<file path="config.mk">
export PLATFORM = sky130hd
export DESIGN_NAME = std_sync_write_arbiter
export DESIGN_NICKNAME = d
export VERILOG_FILES = /design/src/rtl/std_sync_write_arbiter.sv
export SDC_FILE = /design/constraint.sdc
export NUM_CORES = 1
export LEC_CHECK = 0
export BUFFER_PORTS_ARGS = -buffer_cell sky130_fd_sc_hd__buf_4
export CAP_MARGIN = 5
export CORE_MARGIN = 2
export CORE_UTILIZATION = 42
export DETAILED_ROUTE_END_ITERATION = 16
export GPL_ROUTABILITY_DRIVEN = 1
export PLACE_DENSITY = 0.77
export SYNTH_ARGS = -nofsm -noshare
export SYNTH_HDL_FRONTEND = slang
export SYNTH_SLANG_ARGS = --single-unit
</file>
<file path="constraint.sdc">
create_clock -name clk -period 1.7 [get_ports clk]
set_input_delay 0.17 -clock clk [delete_from_list [all_inputs] [get_ports clk]]
set_output_delay 0.17 -clock clk [all_outputs]
set_load 0.01 [all_outputs]
</file>
<file path="src/rtl/std_sync_write_arbiter.sv">
// Two-writer round-robin arbiter feeding a single M-structure sync register.
// The granted writer's data is captured on the grant edge, so a writer only
// has to hold write_en_k (not in_k) until its write_done_k pulse.
module std_sync_write_arbiter #(
    parameter int unsigned WIDTH = 32
) (
    input  logic             clk,
    input  logic             reset,
    input  logic [WIDTH-1:0] in_0,
    input  logic             write_en_0,
    input  logic [WIDTH-1:0] in_1,
    input  logic             write_en_1,
    input  logic             reg_done,
    output logic [WIDTH-1:0] reg_in,
    output logic             reg_write_en,
    output logic             write_done_0,
    output logic             write_done_1
);

    typedef enum logic [1:0] {
        IDLE   = 2'd0,
        BUSY_0 = 2'd1,
        BUSY_1 = 2'd2
    } state_e;

    state_e           state_q, state_d;
    logic [WIDTH-1:0] data_q, data_d;
    logic             last_grant_q, last_grant_d;
    logic             req_any;
    logic             req_sel;

    // Request decode: on a tie the writer that was not served last wins.
    always_comb begin
        req_any = write_en_0 | write_en_1;
        req_sel = 1'b0;
        if (write_en_0 && write_en_1) begin
            req_sel = ~last_grant_q;
        end else if (write_en_1) begin
            req_sel = 1'b1;
        end
    end

    // State, data latch and round-robin pointer; pointer resets to 1 so writer 0 wins the first tie.
    always_ff @(posedge clk or posedge reset) begin
        if (reset) begin
            state_q      <= IDLE;
            data_q       <= '0;
            last_grant_q <= 1'b1;
        end else begin
            state_q      <= state_d;
            data_q       <= data_d;
            last_grant_q <= last_grant_d;
        end
    end

    // Next state plus downstream handshake; write_en drops on the done cycle to avoid a second write.
    always_comb begin
        state_d      = state_q;
        data_d       = data_q;
        last_grant_d = last_grant_q;
        reg_write_en = 1'b0;
        write_done_0 = 1'b0;
        write_done_1 = 1'b0;
        case (state_q)
            IDLE: begin
                if (req_any) begin
                    state_d = req_sel ? BUSY_1 : BUSY_0;
                    data_d  = req_sel ? in_1 : in_0;
                end
            end
            BUSY_0: begin
                reg_write_en = ~reg_done;
                if (reg_done) begin
                    write_done_0 = 1'b1;
                    last_grant_d = 1'b0;
                    state_d      = IDLE;
                end
            end
            BUSY_1: begin
                reg_write_en = ~reg_done;
                if (reg_done) begin
                    write_done_1 = 1'b1;
                    last_grant_d = 1'b1;
                    state_d      = IDLE;
                end
            end
            default: begin
                state_d = IDLE;
            end
        endcase
    end

    // Downstream data always comes from the latch, so it holds its value while idle.
    assign reg_in = data_q;

    // Completion pulses are mutually exclusive.
    assert property (@(posedge clk) disable iff (reset) !(write_done_0 && write_done_1));

endmodule

</file>
; Word-level counts from Yosys, hierarchy flattened
; Cells that the tools add are included.
[totals]
register_bits = 35
wordCells = 33
out_inout_bits = 35
in_bits = 69
[op_classes]
reduce_logical = 7
n_eq_ne = 6
n_mux = 14
bitwise_logic = 3
[ops]
columns = op, count
row1 = 2-to-1 mux 32 bit, 1
row2 = 2-to-1 mux 1 bit, 8
row3 = 2-to-1 mux 2 bit, 3
row4 = != test 2 bit (second input constant), 3
row5 = case mux 2 bit (2 select lines), 1
row6 = AND reduction 2 bit, 2
row7 = AND reduction 3 bit, 1
row8 = == test 2 x 1 -> 1 bit (second input constant), 1
row9 = == test 2 bit (second input constant), 1
row10 = logical NOT 2 bit, 1
row11 = != test 2 x 1 -> 1 bit (second input constant), 1
row12 = NOT 1 bit, 2
row13 = case mux 1 bit (2 select lines), 1
row14 = nonzero test 2 bit, 1
row15 = OR reduction 2 bit, 1
row16 = logical AND 1 bit, 1
row17 = bitwise OR 1 bit, 1

; Longest topological paths before layout
[logic_depth]
depth_word = 5
ltp_mapped = 6
mapped_depth_nobuf = 5

; Worst setup path before layout
; OpenSTA, ideal clock, no wires.
[synth_timing]
kind = register -> register
start = register state_q[1]
end = register state_q[1]
path_stages_with_launch = 6
period_less_slack_ns = 1.381
arrival_ns = 1.260
setup_ns = 0.121
required_ns = 1.579
n_path_buf = 0
setup_slack_ns = 0.319
cell_sequence = dfrtp_1 -> inv_1 -> ha_1 -> nor2b_1 -> nor2_1 -> a22o_1
[synth_via]
elab_chain_cells = 4
elab_cells_between_ends = 8
classes_between = eq/ne (4) / mux (1) / reduce/logical (3)
[synth_rtl]
columns = element, line_no
row1 = from (decl), 26  ; state_e state_q, state_d;
row2 = from (signal assigned), 50  ; state_q <= state_d;
row3 = == test 2 bit or == test 2 x 1 -> 1 bit (tied branches), 64  ; case (state_q)
row4 = OR reduction 2 bit (no source line), --
row5 = != test 2 x 1 -> 1 bit (no source line), --
row6 = AND reduction 2 bit (no source line), --
; Several ways; a longest one is shown, not always the timed one.
; A chain may end at the register's enable or synchronous reset.

; Worst setup path in the final report
[layout_timing]
start = register state_q[1]
end = output reg_write_en
[layout_via]
elab_chain_cells = 3
elab_cells_between_ends = 4
classes_between = eq/ne (2) / mux (1) / reduce/logical (1)
[layout_rtl]
columns = element, line_no
row1 = == test 2 bit or == test 2 x 1 -> 1 bit (tied branches), 64
row2 = OR reduction 2 bit (no source line) (*), --
row3 = 2-to-1 mux 1 bit (*), --
row4 = to (decl), 15  ; output logic reg_write_en,
; Every way passes the cells marked *; elsewhere a longest branch is shown, timed or not.

==> out/metrics.yaml <==
critical_path:
  worst_setup_path_start_kind: "register"
  crit_fanout: 4
  required_ns: 1.53
  cpMaxStageDelayCell: "dfrtp_1"
  crit_type: "reg2out"
  cpPeakStageDelay_ns: 0.40
  cp_cell_sequence: "inv_1 > ha_1 > nor2b_1 > buf_4"
  end_kind: "output port"
  arrival_ns: 1.42
  critPathTopFamily: "flip-flops"
  critPathBufInv: 2
die:
  initial_core_util_pct: 42.7
  core-area_um2: 3940
  die_area_um2: 4540
  num_io_pins: 104
  die_h_um: 67.3
  die_w_um: 67.3
  rows: 23
synth:
  netlist_top_cells_count: "64 x a21oi_1, 35 x nor2_1, 34 x dfrtp_1"
  synthDistinctLibCells: 18
  synth-edff-count: 0
  ys_seq_area_share_pct: 52.0
  synth.avg_cell_area_um2: 8.47
  async_reset_ff_share_pct: 100
  synth_top_area_share_pct: 50.5
  synth_area_leader_cell: "dfrtp_1"
  synth.ff_latch_count: 35
  synthTopCellsByArea: "dfrtp_1 50%, a21oi_1 19%, nor2_1 7.8%"
  ys.flop_type: "dfrtp_1"
  syn_nets: 272
  syn_area_um2: 1690
  yosys_warnings: 0
  synth_most_common_cell: "a21oi_1"
  netlist_instances: 199
clock_network:
  clkSinkCount: 35
  path_clk_slew_ns: 0.07
  cts_tree: "done"
  cts_root_buf: "clkbuf_8"
  h-tree-depth: 2
  cts_buffers: 5
  cts_buffer_depth: 2
  clock_latency_ns: 0.28
  post-cts-setup-buffer-count: 0
route:
  wl_per_cell_um: 13.1
  drt-met1-wl_um: 1780
  final_antenna_net_count: 0
  viasPerCell: 5.00
  drt_iter0_markers: 124
  wirelength_um: 4640
  wl_met2_um: 2400
  drc: 0
  dr_wl_met3_um: 409
  drt_pre_antenna_iters: 4
  vias: 1774
  dr.max_layer_used: "met4"
timing:
  fmax_ghz: 0.630
  rsz0062_at_grt: "false"
  worstMarginPinSlew_ns: 0.843
  fin_crit_sh_pct: 93.3
  skew_ns: 0.00774
  setup_viol: 0
  timing.setup.tns_ns: 0
  hold_viol: 0
  slew_viol_final: 0
  maxSlewHeadroom_pct: 43.7
  fin_crit_ns: 1.59
outcome:
  status: "finished, final reports clean"
power:
  p_leak_uw: 0.00132
  ir_drop_v: 0.000951
  p_per_area_nw_per_um2: 1710
global_route:
  overflow: 0
  grt_pass1_wl_um: 7320
  antenna_found_initial: 0
  grt_max_degree: 34
  track_usage_pct: 21.6
  grt_pass1_vias: 1680
final_layout:
  insertedDiodeCount: 0
  fillers: 337
  area_growth_syn_to_layout_pct: 55.3
  final_layout_size_suffix_gt1_share_pct: 39.0
  fin_cells: 355
  fin_area_um2: 2620
  layout.nets: 377
placed_design:
  place.gp.congestion: 0.746
  port_buffers: 103
  place_area_um2: 2530
  dp_cells: 346
  hpwl_um: 3430
flow_run:
  drv_cap: 0
worst_hold_path:
  hold_class: "in2reg"
-- worst paths after layout --
| kind | start | endpoint | slack, ns | cells after the start |
|---|---|---|---|---|
| min reg2reg | reg_in[0] | reg_in[0] | 0.53 | 2 |
| max in group asynchronous | reset | last_grant_q | 0.88 | 4 |
| min | in_0[25] | reg_in[25] | 0.13 | 3 |
| min in group asynchronous | reset | reg_in[2] | 0.51 | 4 |
| max reg2reg | last_grant_q | reg_in[13] | 0.19 | 3 |
| max | state_q[1] | reg_write_en | 0.11 | 4 |
-- tightest hold or removal path: stages --
cell,delay (ns)
buf_4,0.10
nand2_1,0.04
a21oi_1,0.05
-- sequential cells by signal, summed over array words and instances, names as in the netlist --
| signal | flops |
|---|---|
| reg_in | 32 |
| last_grant_q | 1 |
| state_q | 2 |
-- cells in the final DEF (no fill, tap or decap) --
cell,instances
a21boi_4,1
clkbuf_1,2
o21ai_2,1
buf_4,108
nand2_1,32
buf_12,2
a21bo_1,1
clkbuf_8,5
dfstp_2,1
nor2_1,35
and2_1,2
o21a_1,1
a21oi_1,64
dfrtp_1,34
dlygate4sd3_1,1
inv_1,4
a21o_1,1
a22o_1,2
clkinv_2,1
ha_1,4
nor2b_1,1
o21ai_0,2
-- power by group --
part / switching (uW) / internal, uW
Combinational: 1210 / 1170
Clock: 277 / 287
Sequential: 252 / 1280
-- area by class of cell --
class | instances | area (um^2) | area share, %
sequential | 35 | 877 | 33.5
timing repair buffer | 111 | 861 | 32.9
multi-input combinational | 147 | 721 | 27.5
clock buffer | 7 | 76.3 | 2.92
tap | 50 | 62.6 | 2.39
inverter | 4 | 15.0 | 0.574
clock inverter | 1 | 5.00 | 0.191
-- cell families after synthesis --
logic type	count (synthesis)	synth area share (%)
AOI/OAI and AO/OA	73	23.8
and+or+nand+nor	70	16.0
DFF	35	52.0
buffers and inverters	17	5.20
adders and majority gates	4	2.97
-- per-layer routing --
| layer | global-route usage (%) | vias to the layer above |
|---|---|---|
| li1 | - | 869 |
| met1 | 26.0 | 813 |
| met2 | 36.6 | 85 |
| met3 | 5.50 | 7 |
| met4 | 8.93 | 0 |
| met5 | 0 | - |
-- metrics by stage --
stage	power, uW	utilization [%]	setup WS [ns]	hold slack, ns
CTS	4520	66.4	0.0967	0.115
floorplan	2810	-	0.319	0.299
global placement	3850	64.1	0.218	0.206
detailed placement	3940	64.1	0.170	0.208
global route	4870	66.4	0.000353	0.123
finish	4470	66.4	0.114	0.125
-- repair_timing --
| item | CTS | global route |
|---|---|---|
| gates resized for setup | 0 | 0 |
| hold endpoints to repair | 34 | 0 |
| hold buffers | 1 | 0 |
Power figures use the tool's default switching activity.
